==> config.mk <==
export PLATFORM = sky130hd
export DESIGN_NAME = decoder_nto2n_seq
export DESIGN_NICKNAME = d
export VERILOG_FILES = /design/src/rtl/decoder_nto2n_seq.sv
export SDC_FILE = /design/constraint.sdc
export NUM_CORES = 1
export LEC_CHECK = 0
export CAP_MARGIN = 20
export CELL_PAD_IN_SITES_DETAIL_PLACEMENT = 1
export CELL_PAD_IN_SITES_GLOBAL_PLACEMENT = 1
export CORE_ASPECT_RATIO = 1.2
export CORE_MARGIN = 1
export CORE_UTILIZATION = 30
export CTS_CLUSTER_DIAMETER = 120
export DETAILED_ROUTE_END_ITERATION = 8
export PLACE_DENSITY_LB_ADDON = 0.1
export SETUP_SLACK_MARGIN = 0.4
export SLEW_MARGIN = 0
export SYNTH_ARGS = -nofsm -noshare
export SYNTH_HDL_FRONTEND = slang
export SYNTH_SLANG_ARGS = --single-unit
==> constraint.sdc <==
create_clock -name clk -period 2 [get_ports clk]
set_clock_uncertainty 0.1 [all_clocks]
set_input_delay 0.4 -clock clk [delete_from_list [all_inputs] [get_ports clk]]
set_output_delay 0.4 -clock clk [all_outputs]
set_load 0.03 [all_outputs]
==> src/rtl/decoder_nto2n_seq.sv <==
`default_nettype none
// ============================================================================
// Module   : decoder_nto2n_seq
// Purpose  : Registered N-to-2^N one-hot decoder with enable, input-valid
//            qualification and selectable output polarity, plus a self-timed
//            scan mode that walks a one-hot line across all 2^N outputs with a
//            programmable dwell and pulses 'frame' on every wrap.
// Ports    : clk        - system clock, rising edge
//            rst        - synchronous reset, active-high
//            en         - block enable; 0 blanks dout and freezes scan state
//            mode       - 0 = direct decode, 1 = scan
//            din        - select value for direct decode (N bits)
//            din_valid  - din qualifier (direct mode only)
//            dout       - registered select lines (2^N bits), polarity per
//                         ACTIVE_LOW
//            dout_valid - one-cycle pulse per accepted direct decode
//            scan_idx   - currently active line index in scan mode
//            frame      - one-cycle pulse when scan_idx wraps to 0
// Revision : 1.0 - initial release
// ============================================================================
module decoder_nto2n_seq #(
  parameter int N          = 3,
  parameter int DWELL      = 4,
  parameter int ACTIVE_LOW = 0
) (
  input  logic                clk,
  input  logic                rst,
  input  logic                en,
  input  logic                mode,
  input  logic [N-1:0]        din,
  input  logic                din_valid,
  output logic [(1<<N)-1:0]   dout,
  output logic                dout_valid,
  output logic [N-1:0]        scan_idx,
  output logic                frame
);

  localparam int c_w  = 1 << N;
  localparam int c_cw = $clog2(DWELL) + 1;

  // XOR mask that turns an active-high one-hot into the requested polarity;
  // it is also exactly the "all lines inactive" pattern.
  localparam logic [c_w-1:0]  c_blank = (ACTIVE_LOW != 0) ? {c_w{1'b1}} : {c_w{1'b0}};
  localparam logic [c_cw-1:0] c_dmax  = c_cw'(DWELL - 1);
  localparam logic [N-1:0]    c_last  = {N{1'b1}};

  typedef enum logic [1:0] {
    IDLE   = 2'd0,
    DIRECT = 2'd1,
    SCAN   = 2'd2
  } state_t;

  state_t          r_state;
  state_t          w_state_n;
  logic [c_cw-1:0] r_cnt;
  logic [c_cw-1:0] w_cnt_n;
  logic [c_w-1:0]  w_dout_n;
  logic            w_dv_n;
  logic            w_frame_n;
  logic [N-1:0]    w_idx_n;

  function automatic logic [c_w-1:0] line_sel(input logic [N-1:0] k);
    return (c_w'(1) << k) ^ c_blank;
  endfunction

  // Next-state and next-output logic. Every output is registered below, so
  // nothing here reaches a port combinationally.
  always_comb begin
    w_state_n = r_state;
    w_dout_n  = dout;
    w_dv_n    = 1'b0;
    w_frame_n = 1'b0;
    w_idx_n   = scan_idx;
    w_cnt_n   = r_cnt;

    if (!en) begin
      // Blank the lines but keep scan_idx/dwell visible and frozen.
      w_state_n = IDLE;
      w_dout_n  = c_blank;
    end else if (!mode) begin
      w_state_n = DIRECT;
      if (din_valid) begin
        w_dout_n = line_sel(din);
        w_dv_n   = 1'b1;
      end else if (r_state == SCAN) begin
        // Leaving scan without a fresh decode: do not leave a stale scan line lit.
        w_dout_n = c_blank;
      end
    end else begin
      w_state_n = SCAN;
      if (r_state != SCAN) begin
        // Any entry into scan (from IDLE or DIRECT) restarts at line 0.
        w_idx_n  = '0;
        w_cnt_n  = '0;
        w_dout_n = line_sel(N'(0));
      end else if (r_cnt < c_dmax) begin
        w_cnt_n = r_cnt + c_cw'(1);
      end else begin
        w_cnt_n   = '0;
        w_idx_n   = scan_idx + N'(1);
        w_dout_n  = line_sel(w_idx_n);
        w_frame_n = (scan_idx == c_last);
      end
    end
  end

  always_ff @(posedge clk) begin
    if (rst) begin
      r_state    <= IDLE;
      r_cnt      <= '0;
      dout       <= c_blank;
      dout_valid <= 1'b0;
      frame      <= 1'b0;
      scan_idx   <= '0;
    end else begin
      r_state    <= w_state_n;
      r_cnt      <= w_cnt_n;
      dout       <= w_dout_n;
      dout_valid <= w_dv_n;
      frame      <= w_frame_n;
      scan_idx   <= w_idx_n;
    end
  end

endmodule
`default_nettype wire

After elaboration in Yosys (flattened, before gate mapping)
Index checks and enable logic that the tools add are counted.
Word-level totals
  register bits: 18
  input bits: 8
  output and inout bits: 13
  word-level logic and storage cells: 36
Cells by class
  $add $sub $neg: 2
  $lt $le $gt $ge: 1
  equality and inequality tests: 5
  shift-type cells: 2
  muxes and demuxes: 11
  bitwise operators: 2
  reduce and logical (&&, ||, !) cells: 7
Operators by type and width (count)
  8-bit two-way mux: 5
  1-bit by 3-bit left shift with 8-bit output (first input constant): 2
  3-bit two-way mux: 4
  3-bit by 1-bit adder with 3-bit output (second input constant): 2
  5-bit OR reduction: 1
  2-bit != test (second input constant): 2
  2-bit AND reduction: 2
  3-bit == test (second input constant): 1
  3-bit by 2-bit less-than comparator with 1-bit output (second input constant): 1
  3-bit != test (second input constant): 1
  3-bit AND reduction: 1
  3-bit nonzero test: 1
  3-bit OR reduction: 1
  2-bit == test (second input constant): 1
  2-bit two-way mux: 1
  1-bit inverter: 2
  2-bit OR reduction: 1
  1-bit two-way mux: 1

Longest topological paths before layout
  word-level depth: 5
  gate-level depth with buffers: 5
  gate-level depth less buffers: 5

Worst setup path after synthesis
OpenSTA, ideal clock, no wires.
  path kind: register to register
  start point: reg scan_idx[0]
  end point: reg dout[5]
  library setup time: 0.086 ns
  arrival: 1.596 ns
  data required time: 1.814 ns
  setup slack: 0.219 ns
  stages on the path, launching flop included: 6
  buffers on the path: 0
  clock period less this slack: 1.781 ns
  cells stage by stage: dfxtp_1 -> ha_1 -> ha_1 -> nor3b_4 -> a32oi_1 -> a211oi_1
On the way
  longest elaborated chain between the ends: 5
Ends and longest elaborated chain
  start: declaration: line 34  | output logic [N-1:0] scan_idx,
  start signal: assignment: line 121  | scan_idx <= w_idx_n;
  3-bit by 1-bit adder with 3-bit output: line 100  | w_idx_n = scan_idx + N'(1);
  1-bit by 3-bit left shift with 8-bit output: line 63  | return (c_w'(1) << k) ^ c_blank;
  8-bit two-way mux: line 96  | end else if (r_cnt < c_dmax) begin
  8-bit two-way mux: line 91  | if (r_state != SCAN) begin
  8-bit two-way mux: line 80  | end else if (!mode) begin
  end signal: assignment: line 111  | dout <= c_blank;
  end signal: assignment: line 118  | dout <= w_dout_n;
  end: declaration: line 32  | output logic [(1<<N)-1:0] dout,
No other way between the ends. The select of a mux whose other input is x is not followed.
A chain may end at the register's enable or synchronous reset.

Worst setup path after layout
  start point: reg scan_idx[0]
  end point: reg dout[2]
The elaborated chain is that of the path after synthesis.

==> impl_metrics.ini <==
[grt]
grt_use_total_pct = 18.3
grt-ovfl-total = 0
busiest_layer = met2
antenna_found_initial = 0
grtUsageMet3_pct = 2.59
grt_pass1_wl_um = 5640
use_met2_pct = 30.1
grt_pass1_vias = 1162
gr-usage-met1_pct = 23.4
grt_start_max_net_pins = 16

[worst_setup_path]
path_cells = ha_4 > ha_4 > and3b_2 > a32oi_2 > a211oi_1
cp_top_family = adder cells
cpMostUsedCell = ha_4
cp_max_fo = 5
path_buf_inv = 0
worstPathArrival_ps = 1640
cpMaxStageDelayCell = dfxtp_4
startpoint_type = flip-flop
worstSetupEndpointType = flip-flop
cpPeakStageDelay_ps = 370
criticalPathCategory = flip-flop to flip-flop
worst_ep_required_time_ps = 2040

[placement]
dp_hpwl_um = 2250
place_area_mm2 = 0.00144
pre_cts_ws_ps = 33.9
io_buffers = 20
gp_congestion = 0.832

[routing]
dr.pass1.iters = 4
avgViaCountPerCell = 5.45
drt_iter0_markers = 23
wire_per_inst_um = 16.9
drt-total-wl_um = 3300
remaining_drc_errors = 0
ant_nets = 0
dr_total_vias = 1063

[logic_synthesis]
synthTopCellsByArea = dfxtp_1 31%, ha_1 8.7%, nand4bb_1 7.8%
synth_seq_cells = 18
syn_inst = 121
synthMuxAreaShare_pct = 0
syn-cell-area_mm2 = 0.00115
synth_xor_area_share_pct = 0
synth_compound_area_share_pct = 23.1
syn_avg_cell_area_um2 = 9.53
yosys_warnings = 0
ys_types = 36
syn-num-nets = 137
ys_seq_area_share_pct = 31.2
synthSimpleGateAreaFrac_pct = 30.2
synth_top_area_share_pct = 31.2
synth_top_family_by_area = simple AND/OR/NAND/NOR gates
yosysTopAreaCell = dfxtp_1
synthAdderAreaFrac_pct = 8.68

[layout]
final_util_pct = 42.2
nets = 160
final_cell_area_mm2 = 0.00155
register_area_um2 = 369
fill_cells = 447
antenna_cells = 0
multi_input_area_um2 = 762
drive_gt1_share_pct = 24.5
syn2layout_area_growth_pct = 33.9

[power_and_ir_drop]
switching_share_pct = 27.1
leakage_uw = 0.000618
power.switching_uw = 226
powerDensity_mw_per_mm2 = 540
comb_power_share_pct = 17.7
p_clk_share_pct = 38.1
p_int_uw = 609
finalPower_uw = 835
seqPwrFrac_pct = 44.2
ir_worst_vdd_uv = 184

[timing]
tightest_slew_ps = 442
timing.final.hold_violations = 0
setup_tns_ps = 0
relSlewSlack_pct = 70.5
max_freq_ghz = 0.626
min_period_ps = 1600
rsz0062_at_grt = yes
setup_ws_ps = 403
min_period_over_period_pct = 79.9
setup_viol = 0
slew_violations = 0

[cts]
htree_levels = 1
clk_latency_ps = 270
cts_tree = built
numCtsBuffers = 3
root_buffer = clkbuf_8
cts_setup_buffers = 0
clockBufferDepth = 2
clock_sinks = 18
path_clk_slew_ps = 80
hold_buffers = 0

[die]
dieWidth_um = 58.6
dieArea_mm2 = 0.00410
num_io_pins = 21
rows = 24
die_y_um = 69.9
initial_core_util_pct = 31.5
coreArea_mm2 = 0.00366

[flow_run]
cap_viol_max_count = 0

[status]
outcome = finished clean

[hold_path]
min_path_type = flip-flop to flip-flop
## metrics by stage
stage / hold slack [ps] / instances
floorplan: 354 / 121
global placement: 385 / 190
detailed placement: 390 / 190
CTS: 401 / 195
global route: 434 / 195
finish: 396 / 195
## area by class of cell
type / count / share of cell area (%)
Sequential cell: 18 / 23.9
Timing Repair Buffer: 28 / 18.1
Inverter: 4 / 0.972
Tap cell: 52 / 4.21
Multi-Input combinational cell: 89 / 49.3
Clock buffer: 4 / 3.56
## synth_stat cells
library cell and count:
dfxtp_1 18, o32ai_1 10, or2_2 9, ha_1 8, nand4bb_1 8, a211oi_1 7
a32oi_1 6, a21oi_1 5, nor2_1 5, inv_1 4, nand2_1 4, and3b_1 3
buf_2 3, clkbuf_1 3, nand2b_1 3, nand4_1 3, and2_1 2, buf_6 2
a21o_1 1, a22oi_1 1, a22oi_2 1, a311oi_1 1, and2b_1 1, and3_1 1
and4_1 1, and4bb_2 1, buf_4 1, clkbuf_4 1, nand2_4 1, nand3_1 1
nor2b_1 1, nor3b_1 1, nor3b_4 1, o21ai_0 1, o31ai_1 1, or4_1 1
## final timing paths
kind               start  endpoint  slack (ps)  depth (start not counted)
max          scan_idx[0]   dout[2]         400                          5
min             r_cnt[2]  r_cnt[2]         400                          2
max reg2reg  scan_idx[0]   dout[2]         400                          5
min reg2reg     r_cnt[2]  r_cnt[2]         400                          2
## kinds of logic (layout without fill, tap and decap cells)
logic type / Yosys count / count (layout)
flip-flops: 18 / 18
buffers and inverters: 14 / 36
AND/OR/NAND/NOR: 47 / 47
adder cells (fa/ha/maj): 8 / 8
AO/OA/AOI/OAI: 34 / 34
## flip-flops by register name (all words and copies together) (netlist names)
signal and count:
r_cnt 3, dout 8, scan_idx 3, frame 1
r_state 2, dout_valid 1
## timing repair
item	in CTS	in global routing
gates cloned	1	0
pin swaps	3	9
setup endpoints to repair	23	5
hold endpoints to repair	0	0
resized for setup	19	2
## worst min-delay path, stage by stage, from the launching register on
cell and delay, ps:
dfxtp_1 330, nand2_1 70, a21oi_1 50
## cells in the final DEF, fill, tap and decap left out, types with 2 or more instances in the layout
| cell | Yosys | final |
|---|---|---|
| a211oi_1 | 7 | 6 |
| a21oi_1 | 5 | 5 |
| a32oi_1 | 6 | 4 |
| a32oi_2 | 0 | 2 |
| and2_1 | 2 | 2 |
| and3b_1 | 3 | 2 |
| buf_4 | 1 | 6 |
| clkbuf_8 | 0 | 4 |
| clkdlybuf4s50_1 | 0 | 5 |
| dfxtp_1 | 18 | 15 |
| dfxtp_4 | 0 | 2 |
| dlygate4sd2_1 | 0 | 15 |
| ha_1 | 8 | 6 |
| ha_4 | 0 | 2 |
| inv_1 | 4 | 4 |
| nand2_1 | 4 | 4 |
| nand2b_1 | 3 | 3 |
| nand4_1 | 3 | 3 |
| nand4bb_1 | 8 | 8 |
| nor2_1 | 5 | 5 |
| o32ai_1 | 10 | 10 |
| or2_2 | 9 | 9 |
## power groups by stage
stage,logic (uW),clock network (uW),registers [uW]
global placement,138,0,377
detailed placement,140,0,378
finish,147,318,369
CTS,146,328,369
floorplan,74.2,0,390
global route,159,344,371
## per-layer routing
metal	up-vias	share of wire, %	routed length, um
met5	-	0	0
met4	0	1.8	59
met3	7	3.2	106
met2	26	49	1610
met1	515	46	1520
li1	515	-	-
Note: power is estimated with default switching activity, not from simulation.
